File: src/rtl/imem_fetch_ctrl.sv
// -----------------------------------------------------------------------------
// imem_fetch_ctrl
//
// Instruction-fetch sequencer for a combinational-read instruction ROM.
// Owns the program counter, presents it to the ROM every cycle, and captures
// the returned word together with its PC into a 2-entry FIFO.  Decode drains
// the FIFO through a valid/ready handshake.  Redirects flush the FIFO and
// restart fetch.  Misaligned or out-of-range fetch attempts park the
// sequencer in a sticky fault state until the next redirect.
//
// Ports
//   clk          in   rising-edge clock
//   rst_n        in   asynchronous active-low reset
//   imem_addr    out  byte address to the ROM (always equals the PC)
//   imem_data    in   ROM word for imem_addr, same cycle
//   instr_valid  out  FIFO head holds an instruction
//   instr_ready  in   decode accepts the head this cycle
//   instr        out  head instruction word (0 when empty)
//   instr_pc     out  PC of the head instruction (0 when empty)
//   redirect     in   flush and restart fetch at redirect_pc
//   redirect_pc  in   new PC
//   halt         in   level; suppresses new fetches while high
//   fault        out  sticky fetch fault
//   fault_pc     out  PC that caused the fault
// -----------------------------------------------------------------------------
module imem_fetch_ctrl #(
    parameter int              XLEN     = 32,
    parameter int              LOGWORDS = 8,
    parameter logic [XLEN-1:0] RESET_PC = '0,
    parameter int              ILEN     = 32
) (
    input  logic            clk,
    input  logic            rst_n,
    output logic [XLEN-1:0] imem_addr,
    input  logic [ILEN-1:0] imem_data,
    output logic            instr_valid,
    input  logic            instr_ready,
    output logic [ILEN-1:0] instr,
    output logic [XLEN-1:0] instr_pc,
    input  logic            redirect,
    input  logic [XLEN-1:0] redirect_pc,
    input  logic            halt,
    output logic            fault,
    output logic [XLEN-1:0] fault_pc
);

    typedef enum logic [1:0] {
        ST_BOOT  = 2'd0,
        ST_RUN   = 2'd1,
        ST_FAULT = 2'd2
    } state_t;

    localparam int DEPTH = 2;

    state_t          state_reg,    state_next;
    logic [XLEN-1:0] pc_reg,       pc_next;
    logic [XLEN-1:0] fault_pc_reg, fault_pc_next;
    logic [1:0]      count_reg,    count_next;
    logic            rd_ptr_reg,   rd_ptr_next;
    logic            wr_ptr_reg,   wr_ptr_next;

    logic [ILEN-1:0] entry_instr_reg [DEPTH];
    logic [XLEN-1:0] entry_pc_reg    [DEPTH];

    logic fifo_full;
    logic pop;
    logic pc_bad;
    logic fetch_slot;
    logic push;
    logic fault_trip;

    // -------------------------------------------------------------------------
    // Fetch decision
    // -------------------------------------------------------------------------
    assign fifo_full = (count_reg == 2'(DEPTH));
    assign pop       = instr_valid && instr_ready;

    // Any upper bit above the ROM byte range set means the PC is past the end
    // of the ROM; this also catches a PC that has wrapped through the top of
    // the address space long before the wrap could alias into the ROM.
    assign pc_bad = (pc_reg[1:0] != 2'b00) || (|pc_reg[XLEN-1:LOGWORDS+2]);

    // A fetch slot exists when running, not halted, and there is room (a pop
    // in the same cycle frees the slot of a full FIFO).  A redirect overrides
    // everything, so its cycle never counts as a fetch.
    assign fetch_slot = (state_reg == ST_RUN) && !halt && !redirect &&
                        (!fifo_full || pop);
    assign push       = fetch_slot && !pc_bad;
    assign fault_trip = fetch_slot && pc_bad;

    // -------------------------------------------------------------------------
    // Next-state logic
    // -------------------------------------------------------------------------
    always_comb begin
        state_next    = state_reg;
        pc_next       = pc_reg;
        fault_pc_next = fault_pc_reg;
        count_next    = count_reg;
        rd_ptr_next   = rd_ptr_reg;
        wr_ptr_next   = wr_ptr_reg;

        unique case (state_reg)
            ST_BOOT: begin
                // Single idle cycle before the first fetch.
                state_next = ST_RUN;
            end
            ST_RUN: begin
                if (push) begin
                    pc_next = pc_reg + XLEN'(4);
                end
                if (fault_trip) begin
                    state_next    = ST_FAULT;
                    fault_pc_next = pc_reg;
                end
            end
            ST_FAULT: begin
                state_next = ST_FAULT;
            end
            default: begin
                state_next = ST_BOOT;
            end
        endcase

        // FIFO bookkeeping.  push is already false in a redirect cycle, and the
        // redirect branch below resets the pointers, so a same-cycle pop is
        // still seen by decode but leaves no trace in the FIFO.
        unique case ({push, pop})
            2'b10: begin
                count_next  = count_reg + 2'd1;
                wr_ptr_next = ~wr_ptr_reg;
            end
            2'b01: begin
                count_next  = count_reg - 2'd1;
                rd_ptr_next = ~rd_ptr_reg;
            end
            2'b11: begin
                wr_ptr_next = ~wr_ptr_reg;
                rd_ptr_next = ~rd_ptr_reg;
            end
            default: begin
            end
        endcase

        // Redirect wins over everything.  In BOOT it simply preloads the PC;
        // BOOT moves to RUN on this edge regardless, so the idle cycle is kept.
        if (redirect) begin
            pc_next     = redirect_pc;
            state_next  = ST_RUN;
            count_next  = 2'd0;
            rd_ptr_next = 1'b0;
            wr_ptr_next = 1'b0;
        end
    end

    // -------------------------------------------------------------------------
    // Control registers
    // -------------------------------------------------------------------------
    always_ff @(posedge clk or negedge rst_n) begin
        if (!rst_n) begin
            state_reg    <= ST_BOOT;
            pc_reg       <= RESET_PC;
            fault_pc_reg <= '0;
            count_reg    <= 2'd0;
            rd_ptr_reg   <= 1'b0;
            wr_ptr_reg   <= 1'b0;
        end else begin
            state_reg    <= state_next;
            pc_reg       <= pc_next;
            fault_pc_reg <= fault_pc_next;
            count_reg    <= count_next;
            rd_ptr_reg   <= rd_ptr_next;
            wr_ptr_reg   <= wr_ptr_next;
        end
    end

    // -------------------------------------------------------------------------
    // FIFO storage: one register pair per entry, written when the write
    // pointer selects it.
    // -------------------------------------------------------------------------
    generate
        for (genvar gi = 0; gi < DEPTH; gi++) begin : g_entry
            always_ff @(posedge clk or negedge rst_n) begin
                if (!rst_n) begin
                    entry_instr_reg[gi] <= '0;
                    entry_pc_reg[gi]    <= '0;
                end else if (push && (wr_ptr_reg == 1'(gi))) begin
                    entry_instr_reg[gi] <= imem_data;
                    entry_pc_reg[gi]    <= pc_reg;
                end
            end
        end
    endgenerate

    // -------------------------------------------------------------------------
    // Outputs
    // -------------------------------------------------------------------------
    assign imem_addr   = pc_reg;
    assign instr_valid = (count_reg != 2'd0);
    assign instr       = instr_valid ? entry_instr_reg[rd_ptr_reg] : '0;
    assign instr_pc    = instr_valid ? entry_pc_reg[rd_ptr_reg]    : '0;
    assign fault       = (state_reg == ST_FAULT);
    assign fault_pc    = fault_pc_reg;

endmodule
File: config.mk
export PLATFORM = sky130hd
export DESIGN_NAME = imem_fetch_ctrl
export DESIGN_NICKNAME = d
export VERILOG_FILES = /design/src/rtl/imem_fetch_ctrl.sv
export SDC_FILE = /design/constraint.sdc
export NUM_CORES = 1
export LEC_CHECK = 0
export ABC_AREA = 1
export CAP_MARGIN = 20
export CORE_MARGIN = 2
export CORE_UTILIZATION = 35
export DETAILED_ROUTE_END_ITERATION = 8
export DONT_BUFFER_PORTS = 1
export GPL_TIMING_DRIVEN = 0
export MAX_ROUTING_LAYER = met4
export SLEW_MARGIN = 30
export SYNTH_ARGS = -nofsm -noshare
export SYNTH_HDL_FRONTEND = slang
export SYNTH_SLANG_ARGS = --single-unit
File: constraint.sdc
create_clock -name clk -period 3.3 [get_ports clk]
set_clock_uncertainty 0.05 [all_clocks]
set_input_delay 0.66 -clock clk [delete_from_list [all_inputs] [get_ports clk]]
set_output_delay 0.66 -clock clk [all_outputs]
set_load 0.02 [all_outputs]
==> Yosys cells after proc, flatten, opt, wreduce, memory -nomap -nowiden <==
Index checks and enable logic that the tools add are counted.
{ "op_classes": {"n_addsub": 3, "mul": 0, "n_mux": 20, "n_reduce_logical": 27, "div": 0, "n_bitwise": 3, "n_eq_ne": 7, "shifts": 0, "magnitude_cmp": 1} }
{ "op_table": {"columns": ["op", "n"], "rows": [
  ["2-to-1 mux 32 bit", 11],
  ["adder 32 x 3 -> 32 bit, second input constant", 1],
  ["OR reduction 22 bit", 1],
  ["nonzero test 2 bit", 6],
  ["equality test 2 bit, second input constant", 4],
  ["logical AND 1 bit", 8],
  ["2-to-1 mux 2 bit", 3],
  ["one-hot mux 2 bit (3 select lines)", 1],
  ["equality test 2 x 1 -> 1 bit, second input constant", 2],
  ["logical NOT 1 bit", 4],
  ["2-to-1 mux 1 bit", 4],
  ["one-hot mux 2 bit (2 select lines)", 1],
  ["AND reduction 2 bit", 2],
  ["OR reduction 2 bit", 2],
  ["!= test 3 bit, second input constant", 1],
  ["nonzero test 3 bit", 1],
  ["adder 2 x 1 -> 2 bit, second input constant", 1],
  [">= comparator 2 bit, second input constant", 1],
  ["logical NOT 2 bit", 1],
  ["logical OR 1 bit", 2],
  ["inverter 1 bit", 2],
  ["inverter 1 -> 2 bit", 1],
  ["subtractor 2 x 1 -> 2 bit, second input constant", 1]
]} }
{ "word_totals": {"mem_bits_rw": 0, "rom_bits": 0, "latch_bits": 0, "out_inout_bits": 130, "inputBits": 69, "elab_cells": 71, "memories": 0, "register_bits": 198} }

==> Longest topological paths before layout <==
Gate-level depths: netlist (run 1).
{ "depth": {"depth_word": 9, "mapped_depth": 11} }

==> Least setup slack after synthesis (run 1) <==
No wires, ideal clock.
{ "synth_path": {"path_kind": "reg-to-output", "start": "reg count_reg[0]", "end": "out instr_pc[22]", "n_path_buf": 2, "arrival_time_ns": 1.597, "path_stages_with_launch": 7, "slack_ns": 0.993, "path_cell_list": "dfrtp_1 > nor2_1 > inv_1 > clkbuf_1 > clkbuf_1 > o21ai_0 > a21oi_1"} }
{ "synth_via": {"elab_chain_cells": 2} }
{ "synth_lines": {"columns": ["element", "line", "source"], "rows": [
  ["start: declaration", "58", "logic [1:0] count_reg, count_next;"],
  ["start signal: assignment", "170", "count_reg <= count_next;"],
  ["nonzero test 2 bit", "198", "assign instr_valid = (count_reg != 2'd0);"],
  ["via instr_valid", "36", "output logic instr_valid,"],
  ["2-to-1 mux 32 bit", "200", "assign instr_pc = instr_valid ? entry_pc_reg[rd_ptr_reg] : '0;"],
  ["end: declaration", "39", "output logic [XLEN-1:0] instr_pc,"]
]} }
The timed path passes the listed nets, and every way through them passes these cells.

==> Worst setup path in the final report (run 1) <==
{ "layout_path": {"start": "reg count_reg[0]", "end": "out instr[22]"} }
{ "layout_via": {"elab_chain_cells": 2} }
{ "layout_lines": {"columns": ["element", "line", "source"], "rows": [
  ["nonzero test 2 bit", "198", null],
  ["2-to-1 mux 32 bit", "199", "assign instr = instr_valid ? entry_instr_reg[rd_ptr_reg] : '0;"],
  ["end: declaration", "38", "output logic [ILEN-1:0] instr,"]
]} }
No other way between the ends.

==> impl_results.html, run 1 <==
<table>
<tr><th>Metric</th><th>Value</th></tr>
<tr><th colspan="2">Yosys</th></tr>
<tr><td>Nets in the synthesized netlist</td><td>1,058</td></tr>
<tr><td>Share of the yosys chip area belonging to registers</td><td>slightly below 60%</td></tr>
<tr><td>Number of distinct standard cells referenced by the synthesized netlist</td><td>27</td></tr>
<tr><td>Gate Count Post-Synth</td><td>985</td></tr>
<tr><td>Synthesized area divided by synthesized cell count</td><td>between 8 and 9 sq um</td></tr>
<tr><td>Synth Register Bits</td><td>approximately 200</td></tr>
<tr><td>Cell area after technology mapping</td><td>8480 sq um</td></tr>
<tr><td>Number of synthesis warnings</td><td>0</td></tr>
<tr><th colspan="2">Pwr</th></tr>
<tr><td>Maximum VDD drop</td><td>0.000317 V</td></tr>
<tr><td>Leak pwr</td><td>4.83 nW</td></tr>
<tr><td>Total chip power</td><td>6.71 mW</td></tr>
<tr><td>Power density normalized to cell area</td><td>about 700 nW/um^2</td></tr>
<tr><th colspan="2">Worst setup path</th></tr>
<tr><td>Critical path start-end classification</td><td>flip-flop to output port</td></tr>
<tr><td>Data arrival at the endpoint of the critical path</td><td>2.37 ns</td></tr>
<tr><td>Worst setup slack for register-to-register paths</td><td>roughly 1.1 ns</td></tr>
<tr><td>Reg-to-reg critical path endpoint</td><td>entry_instr_reg[2]</td></tr>
<tr><td>Worst Reg2Reg Path Length in Cells</td><td>9</td></tr>
<tr><td>Type of destination of the critical path</td><td>output port</td></tr>
<tr><td>Startpoint class of the critical path</td><td>flip-flop</td></tr>
<tr><td>Worst Path Max Fanout</td><td>12</td></tr>
<tr><td>Endpoint required time on the critical path</td><td>2.59 ns</td></tr>
<tr><td>Launch point of the worst reg-to-reg path</td><td>state_reg[1]</td></tr>
<tr><th colspan="2">Placement</th></tr>
<tr><td>Port Buffer Count</td><td>0</td></tr>
<tr><td>Cell area reported after detailed placement</td><td>8880 sq um</td></tr>
<tr><td>Total half-perimeter wirelength after legalization and detailed placement</td><td>16,300 microns</td></tr>
<tr><td>Placer Congestion</td><td>0.803</td></tr>
<tr><td>Cells after DPL</td><td>1,304</td></tr>
<tr><td>Post-Place Setup Slack</td><td>0.427 ns</td></tr>
<tr><th colspan="2">Layout</th></tr>
<tr><td># nets final</td><td>between 1,000 and 1,500</td></tr>
<tr><td>Number of standard cells in the layout, taps in and fillers out</td><td>around 1,300</td></tr>
<tr><td>Share of the core filled with cells in the final layout</td><td>just over 40%</td></tr>
<tr><td>Summed area of non-filler cells in the final layout</td><td>9500 sq um</td></tr>
<tr><td>Top library cells by usage in the layout, fill and taps aside</td><td>198 x dfrtp_1, 196 x nand2_1, 168 x o21ai_0</td></tr>
<tr><td>Share of post-route cells with drive strength above 1</td><td>6.99%</td></tr>
<tr><td>Layout Area Growth over Synthesis</td><td>12.0%</td></tr>
<tr><td>Most common cell after layout, fill and taps aside</td><td>dfrtp_1</td></tr>
<tr><th colspan="2">Global routing</th></tr>
<tr><td>Maximum number of pins on one net before global-route repair</td><td>between 150 and 200</td></tr>
<tr><td>Global-route usage over all layers</td><td>slightly below 20%</td></tr>
<tr><td>Via count of the first global-routing pass</td><td>6,495</td></tr>
<tr><td>Initial antenna violation count</td><td>1</td></tr>
<tr><td>Wire length of the first global-routing pass</td><td>between 30,000 and 40,000 microns</td></tr>
<tr><td>GRT overflow</td><td>0</td></tr>
<tr><th colspan="2">Floorplan</th></tr>
<tr><td>Number of top-level pins</td><td>199</td></tr>
<tr><td>Standard-cell row count</td><td>56</td></tr>
<tr><td>Starting density of the core</td><td>35.9%</td></tr>
<tr><td>Core area</td><td>23,600 sq um</td></tr>
<tr><td>Full die area</td><td>25,500 sq um</td></tr>
<tr><td>Chip Width</td><td>approximately 160 microns</td></tr>
<tr><td>Y dimension of the die</td><td>160 microns</td></tr>
<tr><th colspan="2">STA</th></tr>
<tr><td>Final hold violation count</td><td>198</td></tr>
<tr><td>Achievable frequency</td><td>0.325 GHz</td></tr>
<tr><td>Setup total negative slack</td><td>0 ns</td></tr>
<tr><td>Post-route worst setup slack</td><td>0.223 ns</td></tr>
<tr><td>Endpoints failing setup</td><td>0</td></tr>
<tr><td>Final period utilization</td><td>93.3%</td></tr>
<tr><td>Final Critical Period</td><td>between 3 and 4 ns</td></tr>
<tr><td>Slew at the pin closest to its max-slew limit</td><td>between 0.6 and 0.7 ns</td></tr>
<tr><td>Pins over their slew limit</td><td>0</td></tr>
<tr><td>Worst hold margin</td><td>-0.126 ns</td></tr>
<tr><td>Setup repair after global routing missed its margin</td><td>false</td></tr>
<tr><td>Relative max-transition margin</td><td>57.3%</td></tr>
<tr><th colspan="2">Route</th></tr>
<tr><td>Via-per-instance ratio</td><td>4.93</td></tr>
<tr><td>First-iteration detailed-routing DRC count</td><td>459</td></tr>
<tr><td>Number of routed nets with antenna violations</td><td>0</td></tr>
<tr><td>Wire length per cell</td><td>17.5 microns</td></tr>
<tr><td>Final wirelength</td><td>about 23,000 microns</td></tr>
<tr><td>Via Count</td><td>6,586</td></tr>
<tr><td>DRC viols</td><td>0</td></tr>
<tr><td>Initial DRT Pass Iterations</td><td>5</td></tr>
<tr><th colspan="2">Clocking</th></tr>
<tr><td>Clock-pin slew of the registers on the worst-case setup and hold paths</td><td>roughly 0.080 ns</td></tr>
<tr><td>CTS sink count</td><td>198</td></tr>
<tr><td>H-tree Lvls</td><td>4</td></tr>
<tr><td>Clock Path Buffers</td><td>2</td></tr>
<tr><td>Cell chosen for the clock root</td><td>clkbuf_16</td></tr>
<tr><td>Clock latency of the later-clocked register in the worst-skew pair</td><td>0.43 ns</td></tr>
<tr><td>Num CTS Buffers</td><td>17</td></tr>
<tr><td>TritonCTS clock tree</td><td>built</td></tr>
<tr><th colspan="2">Flow run</th></tr>
<tr><td>Number of maximum-capacitance constraint violations</td><td>0</td></tr>
<tr><th colspan="2">Worst hold path</th></tr>
<tr><td>Hold Path Class</td><td>primary input to async pin</td></tr>
<tr><th colspan="2">Outcome</th></tr>
<tr><td>Violated checks</td><td>hold timing</td></tr>
<tr><td>Result of the run</td><td>complete, but fails checks</td></tr>
</table>
[cells in the mapped netlist (all sizes together)]
| master | count | area share (%) |
|---|---|---|
| a21oi | 82 | 4.8 |
| buf | 30 | 2.3 |
| clkbuf | 32 | 1.4 |
| clkinv | 1 | 0.044 |
| dfrtp | 198 | 58 |
| ha | 4 | 0.59 |
| inv | 130 | 5.8 |
| nand2 | 198 | 8.9 |
| nand3 | 10 | 0.59 |
| nand4 | 5 | 0.37 |
| nor2 | 88 | 4.1 |
| nor3 | 2 | 0.12 |
| o21a | 1 | 0.089 |
| o21ai | 197 | 12 |
| or2 | 2 | 0.15 |
| xnor2 | 1 | 0.10 |
| xor2 | 4 | 0.41 |
[worst max-delay path, stage by stage, from the launching register on]
cell,delay (ns)
dfrtp_1,0.41
nor2_1,0.07
inv_1,0.36
clkbuf_1,0.41
o21ai_0,0.19
a21oi_1,0.49
[area by class of cell]
cell class / count / area, sq um
Antenna cell: 1 / 2.50
Buffer: 61 / 312
Clock inverter: 12 / 164
Inverter: 131 / 492
Clock buffer: 20 / 457
Sequential cell: 198 / 4950
Fill cell: 2450 / 14100
Tap cell: 319 / 399
Multi-Input combinational cell: 594 / 2720
[kinds of logic after synthesis]
family | Yosys count | synth area share, %
and+or+nand+nor | 305 | 14.2
AOI/OAI and AO/OA | 280 | 16.8
DFF | 198 | 58.4
buffers and inverters | 193 | 9.50
xor gates and xnor gates | 5 | 0.516
adders and majority gates | 4 | 0.590
[metal layers]
metal / track usage (%) / vias to the layer above / wire length [microns]
li1: - / 3155 / -
met1: 25.7 / 3219 / 10700
met2: 29.6 / 190 / 11000
met3: 5.43 / 22 / 1460
met4: 4.67 / 0 / 300
met5: - / - / 0
[worst max-delay path by stage]
stage                            start            to  slack (ns)  cells past startpoint
after floorplan           count_reg[0]  instr_pc[22]        0.99                      6
after global placement    count_reg[0]   instr_pc[0]        0.40                      6
after detailed placement  count_reg[0]     instr[24]        0.43                      6
after CTS                 count_reg[0]     instr[27]        0.17                      5
after global routing        rd_ptr_reg   instr_pc[5]        0.03                      4
final                     count_reg[0]     instr[22]        0.22                      5
[power by group]
| group | switching, mW | internal (mW) |
|---|---|---|
| Sequential | 0.471 | 2.66 |
| Combinational | 1.05 | 0.310 |
| Clock | 0.972 | 1.25 |
| Total | 2.50 | 4.22 |
[what timing repair did]
item                       CTS  global route
hold endpoints to repair   198           198
setup buffers                0             0
setup endpoints to repair   23             1
gates resized for setup      0             2
(Power assumes the default switching activity.)
==> inputs of run 2 (changes only) <==
- ABC_AREA: 1 -> not set
==> impl_results.html, run 2 <==
<table>
<tr><th>Metric</th><th>Value</th></tr>
<tr><th colspan="2">Outcome</th></tr>
<tr><td>Result of the run</td><td>complete, but fails checks</td></tr>
<tr><td>Violated checks</td><td>hold timing</td></tr>
<tr><th colspan="2">Global routing</th></tr>
<tr><td>Wire length of the first global-routing pass</td><td>30,300 microns</td></tr>
<tr><td>Global-route met1 utilization</td><td>between 10% and 20%</td></tr>
<tr><td>Via count of the first global-routing pass</td><td>5,356</td></tr>
<tr><td>Met3 Resource Use GR</td><td>under 10%</td></tr>
<tr><td>Global-route usage over all layers</td><td>15.6%</td></tr>
<tr><td>Most congested layer reported by global routing</td><td>met2</td></tr>
<tr><td>Initial antenna violation count</td><td>0</td></tr>
<tr><td>Maximum number of pins on one net before global-route repair</td><td>199</td></tr>
<tr><td>GRT overflow</td><td>0</td></tr>
<tr><td>Met2 global-route usage</td><td>24.3%</td></tr>
<tr><th colspan="2">Yosys</th></tr>
<tr><td>Gate Count Post-Synth</td><td>635</td></tr>
<tr><td>Fraction of synthesis flops using an asynchronous set or reset pin</td><td>100%</td></tr>
<tr><td>Number of distinct standard cells referenced by the synthesized netlist</td><td>37</td></tr>
<tr><td>Most frequent cell after synthesis</td><td>dfrtp_1</td></tr>
<tr><td>Largest area contributor in the netlist</td><td>dfrtp_1</td></tr>
<tr><td>Share of the yosys chip area belonging to registers</td><td>59.1%</td></tr>
<tr><td>Leading cell types by count after synthesis</td><td>198 x dfrtp_1, 96 x mux2_2, 72 x nor2_1</td></tr>
<tr><td>Nets in the synthesized netlist</td><td>708</td></tr>
<tr><td>Area share of the largest cell type after synthesis</td><td>59.1%</td></tr>
<tr><td>Main area contributors after synthesis</td><td>dfrtp_1 59%, mux2_2 13%, mux2i_1 7.8%</td></tr>
<tr><td>Top_reg_cell synth</td><td>dfrtp_1</td></tr>
<tr><td>Number of enable-type register cells in the synthesized netlist</td><td>0</td></tr>
<tr><td>Synthesized area divided by synthesized cell count</td><td>13.2 sq um</td></tr>
<tr><td>Number of synthesis warnings</td><td>0</td></tr>
<tr><td>Synth Register Bits</td><td>198</td></tr>
<tr><td>Cell area after technology mapping</td><td>8380 sq um</td></tr>
<tr><th colspan="2">STA</th></tr>
<tr><td>Pins over their slew limit</td><td>0</td></tr>
<tr><td>Relative max-transition margin</td><td>44.6%</td></tr>
<tr><td>Final Critical Period</td><td>3.07 ns</td></tr>
<tr><td>Final hold violation count</td><td>198</td></tr>
<tr><td>Setup total negative slack</td><td>0 ns</td></tr>
<tr><td>Worst hold margin</td><td>-0.129 ns</td></tr>
<tr><td>Setup repair after global routing missed its margin</td><td>false</td></tr>
<tr><td>Endpoints failing setup</td><td>0</td></tr>
<tr><td>Achievable frequency</td><td>about 0.33 GHz</td></tr>
<tr><td>Final period utilization</td><td>93.1%</td></tr>
<tr><td>Slew at the pin closest to its max-slew limit</td><td>0.831 ns</td></tr>
<tr><td>Post-route worst setup slack</td><td>~0.23 ns</td></tr>
<tr><th colspan="2">Clocking</th></tr>
<tr><td>Clock latency of the later-clocked register in the worst-skew pair</td><td>0.42 ns</td></tr>
<tr><td>TritonCTS clock tree</td><td>built</td></tr>
<tr><td>Cell chosen for the clock root</td><td>clkbuf_16</td></tr>
<tr><td>Num CTS Buffers</td><td>17</td></tr>
<tr><td>CTS sink count</td><td>between 150 and 200</td></tr>
<tr><td>H-tree Lvls</td><td>4</td></tr>
<tr><td>Clock-pin slew of the registers on the worst-case setup and hold paths</td><td>~0.080 ns</td></tr>
<tr><td>Clock Path Buffers</td><td>2</td></tr>
<tr><th colspan="2">Route</th></tr>
<tr><td>Via Count</td><td>4,892</td></tr>
<tr><td>Initial DRT Pass Iterations</td><td>4</td></tr>
<tr><td>DRC viols</td><td>0</td></tr>
<tr><td>First-iteration detailed-routing DRC count</td><td>between 200 and 250</td></tr>
<tr><td>Wire length per cell</td><td>18.8 microns</td></tr>
<tr><td>Via-per-instance ratio</td><td>4.96</td></tr>
<tr><td>Number of routed nets with antenna violations</td><td>0</td></tr>
<tr><td>Final wirelength</td><td>18,600 microns</td></tr>
<tr><th colspan="2">Worst setup path</th></tr>
<tr><td>Maximum cell stage delay along the critical path</td><td>0.63 ns</td></tr>
<tr><td>Startpoint class of the critical path</td><td>flip-flop</td></tr>
<tr><td>WP buf/inv</td><td>2</td></tr>
<tr><td>Critical path start-end classification</td><td>flip-flop to output port</td></tr>
<tr><td>Critical-path cell with the highest stage delay</td><td>clkbuf_1</td></tr>
<tr><td>Data arrival at the endpoint of the critical path</td><td>2.36 ns</td></tr>
<tr><td>Type of destination of the critical path</td><td>output port</td></tr>
<tr><td>Critical Path Start</td><td>rd_ptr_reg</td></tr>
<tr><td>Critical path's top delay family</td><td>buffers and inverters</td></tr>
<tr><td>Worst setup slack for register-to-register paths</td><td>0.42 ns</td></tr>
<tr><td>Endpoint required time on the critical path</td><td>2.59 ns</td></tr>
<tr><td>Launch point of the worst reg-to-reg path</td><td>imem_addr[17]</td></tr>
<tr><td>Cell breakdown of the critical path</td><td>clkbuf_2 &gt; clkbuf_1 &gt; mux2i_1 &gt; nor2_1</td></tr>
<tr><td>Worst Path Max Fanout</td><td>10</td></tr>
<tr><th colspan="2">Layout</th></tr>
<tr><td>Layout Area Growth over Synthesis</td><td>11.3%</td></tr>
<tr><td>Diode count</td><td>0</td></tr>
<tr><td>Share of post-route cells with drive strength above 1</td><td>21.7%</td></tr>
<tr><td># nets final</td><td>727</td></tr>
<tr><td>Number of standard cells in the layout, taps in and fillers out</td><td>986</td></tr>
<tr><td>Most common cell after layout, fill and taps aside</td><td>dfrtp_1</td></tr>
<tr><td>Top library cells by usage in the layout, fill and taps aside</td><td>198 x dfrtp_1, 96 x mux2_2, 72 x nor2_1</td></tr>
<tr><td>Share of the core filled with cells in the final layout</td><td>39.7%</td></tr>
<tr><td>Summed area of non-filler cells in the final layout</td><td>9330 sq um</td></tr>
<tr><th colspan="2">Flow run</th></tr>
<tr><td>Number of maximum-capacitance constraint violations</td><td>0</td></tr>
<tr><th colspan="2">Pwr</th></tr>
<tr><td>Maximum VDD drop</td><td>0.000342 V</td></tr>
<tr><td>Total chip power</td><td>5.49 mW</td></tr>
<tr><td>Leak pwr</td><td>4.14 nW</td></tr>
<tr><td>Power density normalized to cell area</td><td>588 nW/um^2</td></tr>
<tr><th colspan="2">Placement</th></tr>
<tr><td>Post-Place Setup Slack</td><td>0.256 ns</td></tr>
<tr><td>Total half-perimeter wirelength after legalization and detailed placement</td><td>~13,000 microns</td></tr>
<tr><td>Cell area reported after detailed placement</td><td>slightly below 9000 sq um</td></tr>
<tr><td>Cells after DPL</td><td>954</td></tr>
<tr><td>Placer Congestion</td><td>0.796</td></tr>
<tr><td>Port Buffer Count</td><td>0</td></tr>
<tr><th colspan="2">Floorplan</th></tr>
<tr><td>Core area</td><td>23,500 sq um</td></tr>
<tr><td>Starting density of the core</td><td>between 30% and 40%</td></tr>
<tr><td>Number of top-level pins</td><td>between 150 and 200</td></tr>
<tr><td>Y dimension of the die</td><td>159 microns</td></tr>
<tr><td>Standard-cell row count</td><td>between 50 and 60</td></tr>
<tr><td>Chip Width</td><td>roughly 160 microns</td></tr>
<tr><td>Full die area</td><td>25,200 sq um</td></tr>
<tr><th colspan="2">Worst hold path</th></tr>
<tr><td>Hold Path Class</td><td>primary input to async pin</td></tr>
</table>
==> run 2: cell count changes in the layout (fill, tap and decap cells not counted), moves of 65 or more <==
cell / change
nand2_1: -183
o21ai_0: -157
inv_1: -123
mux2_2: +96
a21oi_1: -80
mux2i_1: +65
==> run 2: where the power goes <==
| part | total (mW) | switching (mW) | internal (mW) | leakage, nW |
|---|---|---|---|---|
| Clock | 1.94 | 0.950 | 0.989 | 0.271 |
| Combinational | 0.371 | 0.148 | 0.223 | 1.24 |
| Sequential | 3.18 | 0.511 | 2.67 | 2.63 |
| Total | 5.49 | 1.61 | 3.88 | 4.14 |
==> run 2: layout make-up <==
type / instances / area [sq um]
Buffer: 36 / 179
Clock buffer: 18 / 429
Clock inverter: 14 / 118
Fill cell: 2251 / 14100
Inverter: 7 / 26.3
Multi-Input combinational cell: 394 / 3220
Sequential cell: 198 / 4950
Tap cell: 319 / 399
==> run 2: cell families (layout without fill, tap and decap cells) <==
family / Yosys count / after routing / synth area share (%)
flip-flops: 198 / 198 / 59.1
XOR/XNOR: 4 / 4 / 0.418
adder cells (fa/ha/maj): 4 / 4 / 0.597
multiplexers: 199 / 199 / 25.8
AND/OR/NAND/NOR: 162 / 162 / 9.69
AO/OA/AOI/OAI: 25 / 25 / 1.99
buffers and inverters: 43 / 75 / 2.43
==> run 2: routing by layer <==
| layer | vias up | part of all wire [%] |
|---|---|---|
| li1 | 2231 | - |
| met1 | 2476 | 44 |
| met2 | 170 | 47 |
| met3 | 15 | 7.5 |
| met4 | 0 | 1.2 |
| met5 | - | 0 |
==> run 2: final timing paths <==
path	to	depth (start not counted)
hold reg to reg	entry_pc_reg[23]	1
min in group clk	entry_instr_reg[52]	1
setup / recovery	instr_pc[18]	4
hold / removal	entry_instr_reg[47]	0
max in group asynchronous	entry_pc_reg[27]	0
setup reg to reg	entry_instr_reg[2]	6
==> run 2: timing repair <==
action / 4_1_cts / 5_1_grt
buffers inserted: 0 / 0
endpoints found under the hold margin: 198 / 198
resized for setup: 1 / 0
setup endpoints to repair: 50 / 0
==> run 2: worst register-to-register path: stages, from the launching register on <==
cell	delay, ns
dfrtp_1	0.48
nor4_1	0.43
nand4_1	0.33
nor3_1	0.32
nand2_1	0.43
buf_2	0.38
mux2_1	0.35
==> inputs of run 3 (changes only) <==
- CAP_MARGIN: 20 -> 0
- SLEW_MARGIN: 30 -> not set
==> results of run 3 <==
Final layout, timing and power as in run 2 (identical DEF).
